--- config.mk ---
export PLATFORM = sky130hd
export DESIGN_NAME = mem_arbiter
export DESIGN_NICKNAME = d
export VERILOG_FILES = /design/src/rtl/mem_arbiter.sv
export SDC_FILE = /design/constraint.sdc
export NUM_CORES = 1
export LEC_CHECK = 0
export CORE_AREA = 4 4 216 218
export CTS_CLUSTER_DIAMETER = 50
export DETAILED_ROUTE_END_ITERATION = 10
export DIE_AREA = 0 0 220 222
export PLACE_DENSITY = 0.49
export SYNTH_ARGS = -nofsm -noshare
export SYNTH_HDL_FRONTEND = slang
export SYNTH_SLANG_ARGS = --single-unit
--- constraint.sdc ---
create_clock -name clk -period 2 [get_ports clk]
set_input_delay 0.3 -clock clk [delete_from_list [all_inputs] [get_ports clk]]
set_output_delay 0.3 -clock clk [all_outputs]
set_load 0.05 [all_outputs]
--- src/rtl/mem_arbiter.sv ---
// Two-requester (instruction/data) arbiter in front of a shared block memory, with busy timeout.
// Optional macro ARB_ROUND_ROBIN_EN: alternate grants on simultaneous requests (default: data wins).
module mem_arbiter #(
  parameter int blocksize = 4,
  parameter int TIMEOUT   = 15
) (
  input  logic                      clk,
  input  logic                      reset,
  input  logic                      i_req,
  input  logic [31:0]               i_addr,
  output logic                      i_valid,
  output logic [blocksize*32-1:0]   i_rd,
  input  logic                      d_req,
  input  logic                      d_we,
  input  logic [31:0]               d_addr,
  input  logic [31:0]               d_wd,
  output logic                      d_valid,
  output logic [blocksize*32-1:0]   d_rd,
  output logic                      mem_re,
  output logic                      mem_we,
  output logic [31:0]               mem_a,
  output logic [31:0]               mem_wd,
  input  logic [blocksize*32-1:0]   mem_rd,
  input  logic                      mem_valid,
  output logic                      err
);

  localparam int             BW       = blocksize * 32;
  localparam logic [7:0]     LAST_CNT = 8'(TIMEOUT - 1);

  typedef enum logic [1:0] {
    IDLE   = 2'd0,
    BUSY_I = 2'd1,
    BUSY_D = 2'd2
  } state_t;

  state_t      state_r;
  state_t      state_nxt_s;
  logic [31:0] addr_r;
  logic [31:0] wd_r;
  logic        we_r;
  logic [7:0]  cnt_r;
  logic        err_r;
  logic        grant_d_s;
  logic        load_s;
  logic        abort_s;

`ifdef ARB_ROUND_ROBIN_EN
  logic last_grant_r;  // 1'b0 = instruction side, 1'b1 = data side

  // Winner selection: on a tie, grant the side that did not win last time
  always_comb begin
    if (i_req && d_req) begin
      grant_d_s = ~last_grant_r;
    end else begin
      grant_d_s = d_req;
    end
  end

  // Remember which side won the most recent grant
  always_ff @(posedge clk or negedge reset) begin
    if (!reset) begin
      last_grant_r <= 1'b0;
    end else if (load_s) begin
      last_grant_r <= grant_d_s;
    end else begin
      last_grant_r <= last_grant_r;
    end
  end
`else
  // Winner selection: data side always wins a tie
  always_comb begin
    grant_d_s = d_req;
  end
`endif

  // State register
  always_ff @(posedge clk or negedge reset) begin
    if (!reset) begin
      state_r <= IDLE;
    end else begin
      state_r <= state_nxt_s;
    end
  end

  // Next-state: grant from IDLE, leave BUSY on completion or timeout
  always_comb begin
    state_nxt_s = state_r;
    load_s      = 1'b0;
    abort_s     = 1'b0;
    case (state_r)
      IDLE: begin
        if (i_req || d_req) begin
          load_s      = 1'b1;
          state_nxt_s = grant_d_s ? BUSY_D : BUSY_I;
        end else begin
          state_nxt_s = IDLE;
        end
      end
      BUSY_I, BUSY_D: begin
        // Completion on the last allowed cycle takes precedence over the abort
        if (mem_valid) begin
          state_nxt_s = IDLE;
        end else if (cnt_r == LAST_CNT) begin
          state_nxt_s = IDLE;
          abort_s     = 1'b1;
        end else begin
          state_nxt_s = state_r;
        end
      end
      default: begin
        state_nxt_s = IDLE;
      end
    endcase
  end

  // Latched request, busy counter and error pulse
  always_ff @(posedge clk or negedge reset) begin
    if (!reset) begin
      addr_r <= 32'd0;
      wd_r   <= 32'd0;
      we_r   <= 1'b0;
      cnt_r  <= 8'd0;
      err_r  <= 1'b0;
    end else begin
      err_r <= abort_s;
      if (load_s) begin
        cnt_r <= 8'd0;
        if (grant_d_s) begin
          addr_r <= d_addr;
          wd_r   <= d_wd;
          we_r   <= d_we;
        end else begin
          addr_r <= i_addr;
          wd_r   <= 32'd0;
          we_r   <= 1'b0;
        end
      end else if (state_r != IDLE) begin
        cnt_r <= cnt_r + 8'd1;
      end else begin
        cnt_r <= cnt_r;
      end
    end
  end

  // Memory-side drive and requester responses, decoded from state and latched data
  always_comb begin
    mem_re  = 1'b0;
    mem_we  = 1'b0;
    mem_a   = 32'd0;
    mem_wd  = 32'd0;
    i_valid = 1'b0;
    d_valid = 1'b0;
    i_rd    = {BW{1'b0}};
    d_rd    = {BW{1'b0}};
    case (state_r)
      BUSY_I: begin
        mem_re  = 1'b1;
        mem_a   = addr_r;
        i_valid = mem_valid;
        if (mem_valid) begin
          i_rd = mem_rd;
        end else begin
          i_rd = {BW{1'b0}};
        end
      end
      BUSY_D: begin
        mem_re  = ~we_r;
        mem_we  = we_r;
        mem_a   = addr_r;
        mem_wd  = wd_r;
        d_valid = mem_valid;
        if (mem_valid) begin
          d_rd = mem_rd;
        end else begin
          d_rd = {BW{1'b0}};
        end
      end
      default: begin
        mem_re = 1'b0;
      end
    endcase
  end

  assign err = err_r;

endmodule
==> flow_summary.yaml <==
status:
  status: "complete, but fails checks"
  violations: "negative setup slack"
routing:
  remaining_drc_errors: 0
  vias_per_cell: 4.08
  m1WireLength_um: 15500
  route.met3.wl_um: 3670
  wl_met2_um: 23000
  dr_total_vias: 7418
  drt_first_pass_iters: 4
  ant_nets: 0
  wl_per_cell_um: 23.9
  wl_um: 43400
  top_layer_used: "met5"
  drt-initial-drc-count: 232
global_routing:
  grt_pass1_vias: 7586
  grt.overflow.total: 0
  grt_max_degree: 76
  grt_first_pass_wirelength_um: 58300
  antenna_found_initial: 21
  grt_util_all_layers: 0.164
logic_synthesis:
  synth_compound_area_frac: 0.0976
  syn-cell-area_mm2: 0.00549
  ys_types: 32
  yosysWarningCount: 0
  yosys.area.top_type: "dfrtp_1"
  avgSynthCellArea_um2: 8.31
  synthMuxAreaShare: 0.0648
  synth_top_family_by_area: "simple AND/OR/NAND/NOR gates"
  synth.area.top_cells: "dfrtp_1, and3_1, and2_1, mux2i_1, a22o_1"
  ys_ff_latch: 76
  syn_nets: 896
  synth_xor_area_frac: 0.00319
  yosysSeqAreaShare: 0.347
  synth_adder_area_share: 0.0137
  synth-simple-area-share: 0.413
  synthCells: 660
  synth_top_area_frac: 0.347
power:
  ir_drop_mv: 0.670
  p_int_mw: 10.2
  p_total_mw: 18.9
  pwr-share-seq: 0.137
  p_sw_mw: 8.65
  combPwrFrac: 0.781
  p_leak_nw: 7.14
  power.density_mw_per_mm2: 1090
  switching_share: 0.458
  power_frac_clock: 0.082
timing:
  rsz0062_at_grt: "yes"
  fin_worst_skew_ns: 0.00607
  finalCritPeriodShare: 1.06
  fmax_ghz: 0.471
  report.final.slew_viol_count: 0
  setup_violations: 256
  tightest_slew_ns: 0.617
  fin_crit_ns: 2.12
  worst_hold_slack_ns: 0.365
  hold_viol_final: 0
  layout_setup_ws_ns: -0.122
  max-slew-margin-rel: 0.589
  fin_setup_tns_ns: -13.51
placed_design:
  gp_congestion: 0.810
  dp_worst_setup_slack_ns: 0.151
  dp.final_hpwl_um: 34200
  placedInstanceArea_mm2: 0.0153
  dpl.cell_count: 1754
  port_buffers: 554
floorplan:
  coreArea_mm2: 0.0449
  ioPinCount: 555
  fp.dieH_um: 222
  fp.dieW_um: 220
  fp-row-count: 78
  die_area_mm2: 0.0488
  start_util: 0.122
worst_setup_path:
  crit_arrival_ns: 1.82
  max_stage_delay_ns: 0.40
  cp_max_fo: 7
  worstPathRequired_ns: 1.70
  crit_path_end_kind: "primary output"
  path_cells: "buf_6 -> ha_4 -> buf_4 -> buf_6 -> clkbuf_16 -> and3_4 -> buf_12"
  slowest_stage: "dfrtp_1"
  crit_type: "reg -> out"
  startpoint_type: "flip-flop"
  cpMostUsedCell: "buf_6"
cells_and_area:
  layout_commonest_cell: "buf_12"
  drive_gt1_frac: 0.561
  fin_area_mm2: 0.0173
  layout_common_cells: "buf_12, clkdlybuf4s50_1, and3_4"
  fin_nets: 1437
  final_cells: 1816
  finish.utilization: 0.384
  synthToLayoutAreaGrowth_pct: 215
clock_tree:
  clkLatencyLatePin_ns: 0.34
  cts.reportedPaths.clkPinSlew_ns: 0.06
  numCtsBuffers: 9
  clock_path_buffers: 2
  clock_sinks: 76
  cts-htree-levels: 3
  cts_tree: "yes"
  root_buffer: "clkbuf_16"
flow_run:
  maxCapViolations: 0
min_path:
  hp-class: "in -> reg"
[worst max-delay path: cells and delay by family, from the launching register on]
family / cells / cell delay (ns)
simple gates: 1 / 0.19
flops: 1 / 0.40
buf+inv: 5 / 0.69
fa+ha+maj: 1 / 0.19
[timing repair]
action                                  4_1_cts  5_1_grt
pin swaps                                     8        2
setup buffers                                17        2
gates cloned                                 10       10
hold endpoints to repair                     41        0
endpoints found under the setup margin      314      323
gates resized for setup                     211       20
hold buffers                                  1        0
[area by class of cell]
type / count / area [um2]
Multi-Input combinational cell: 496 / 4340
Clock inverter: 7 / 51.3
Antenna cell: 10 / 25.0
Fill cell: 4311 / 27600
Clock buffer: 9 / 225
Sequential cell: 76 / 1900
Timing Repair Buffer: 614 / 9950
Inverter: 4 / 15.0
Tap cell: 600 / 751
[kinds of logic after synthesis]
kind of cell | Yosys count
adder cells (fa/ha/maj) | 6
multiplexers | 35
AND/OR/NAND/NOR | 377
flip-flops | 76
AO/OA/AOI/OAI | 76
XOR/XNOR | 2
buffers and inverters | 88
[state kept, by name, indices dropped and copies added, names as in the netlist]
name and count:
addr_r 32, wd_r 32, state_r 2, cnt_r 8, we_r 1, err 1
[metal layers]
metal,up-vias,GRT usage
met1,3567,0.175
met4,4,0.0476
met5,-,0
met3,55,0.0517
met2,346,0.306
li1,3446,-
[power by group through the flow]
stage	sequential, mW	combinational, mW	clock [mW]
after floorplan	2.49	6.23	0
after global placement	2.57	13.0	0
after detailed placement	2.60	13.0	0
after CTS	2.59	14.6	1.64
after global routing	2.68	15.4	1.69
final	2.59	14.8	1.54
[worst paths after layout]
path,start,end,slack [ns],cells past startpoint
max in group asynchronous,reset,addr_r[28]$_DFFE_PN0P_,0.84,3
worst min register to register,addr_r[15]$_DFFE_PN0P_,addr_r[15]$_DFFE_PN0P_,0.47,2
worst max register to register,cnt_r[0]$_DFFE_PN0P_,state_r[1]$_DFFE_PN0P_,0.12,5
min in group asynchronous,reset,wd_r[19]$_DFFE_PN0P_,0.50,2
worst max-delay path,state_r[1]$_DFFE_PN0P_,d_rd[4],-0.12,7
worst min-delay path,d_req,state_r[0]$_DFFE_PN0P_,0.36,3
[synthesized netlist by cell type, drive strengths merged]
cell type / count
a21oi: 1
a22o: 33
and2: 69
and3: 256
buf: 9
clkbuf: 75
dfrtp: 76
ha: 6
inv: 4
mux2: 1
mux2i: 34
nand2: 39
nand2b: 2
nand3: 3
nand3b: 1
nand4b: 1
nor2: 1
nor2b: 1
nor3b: 1
nor4: 2
o211ai: 1
o21a: 1
o21ai: 36
o311a: 1
o311ai: 1
o31ai: 1
o41ai: 1
or4b: 1
xnor2: 1
xor2: 1
(Power assumes the default switching activity.)
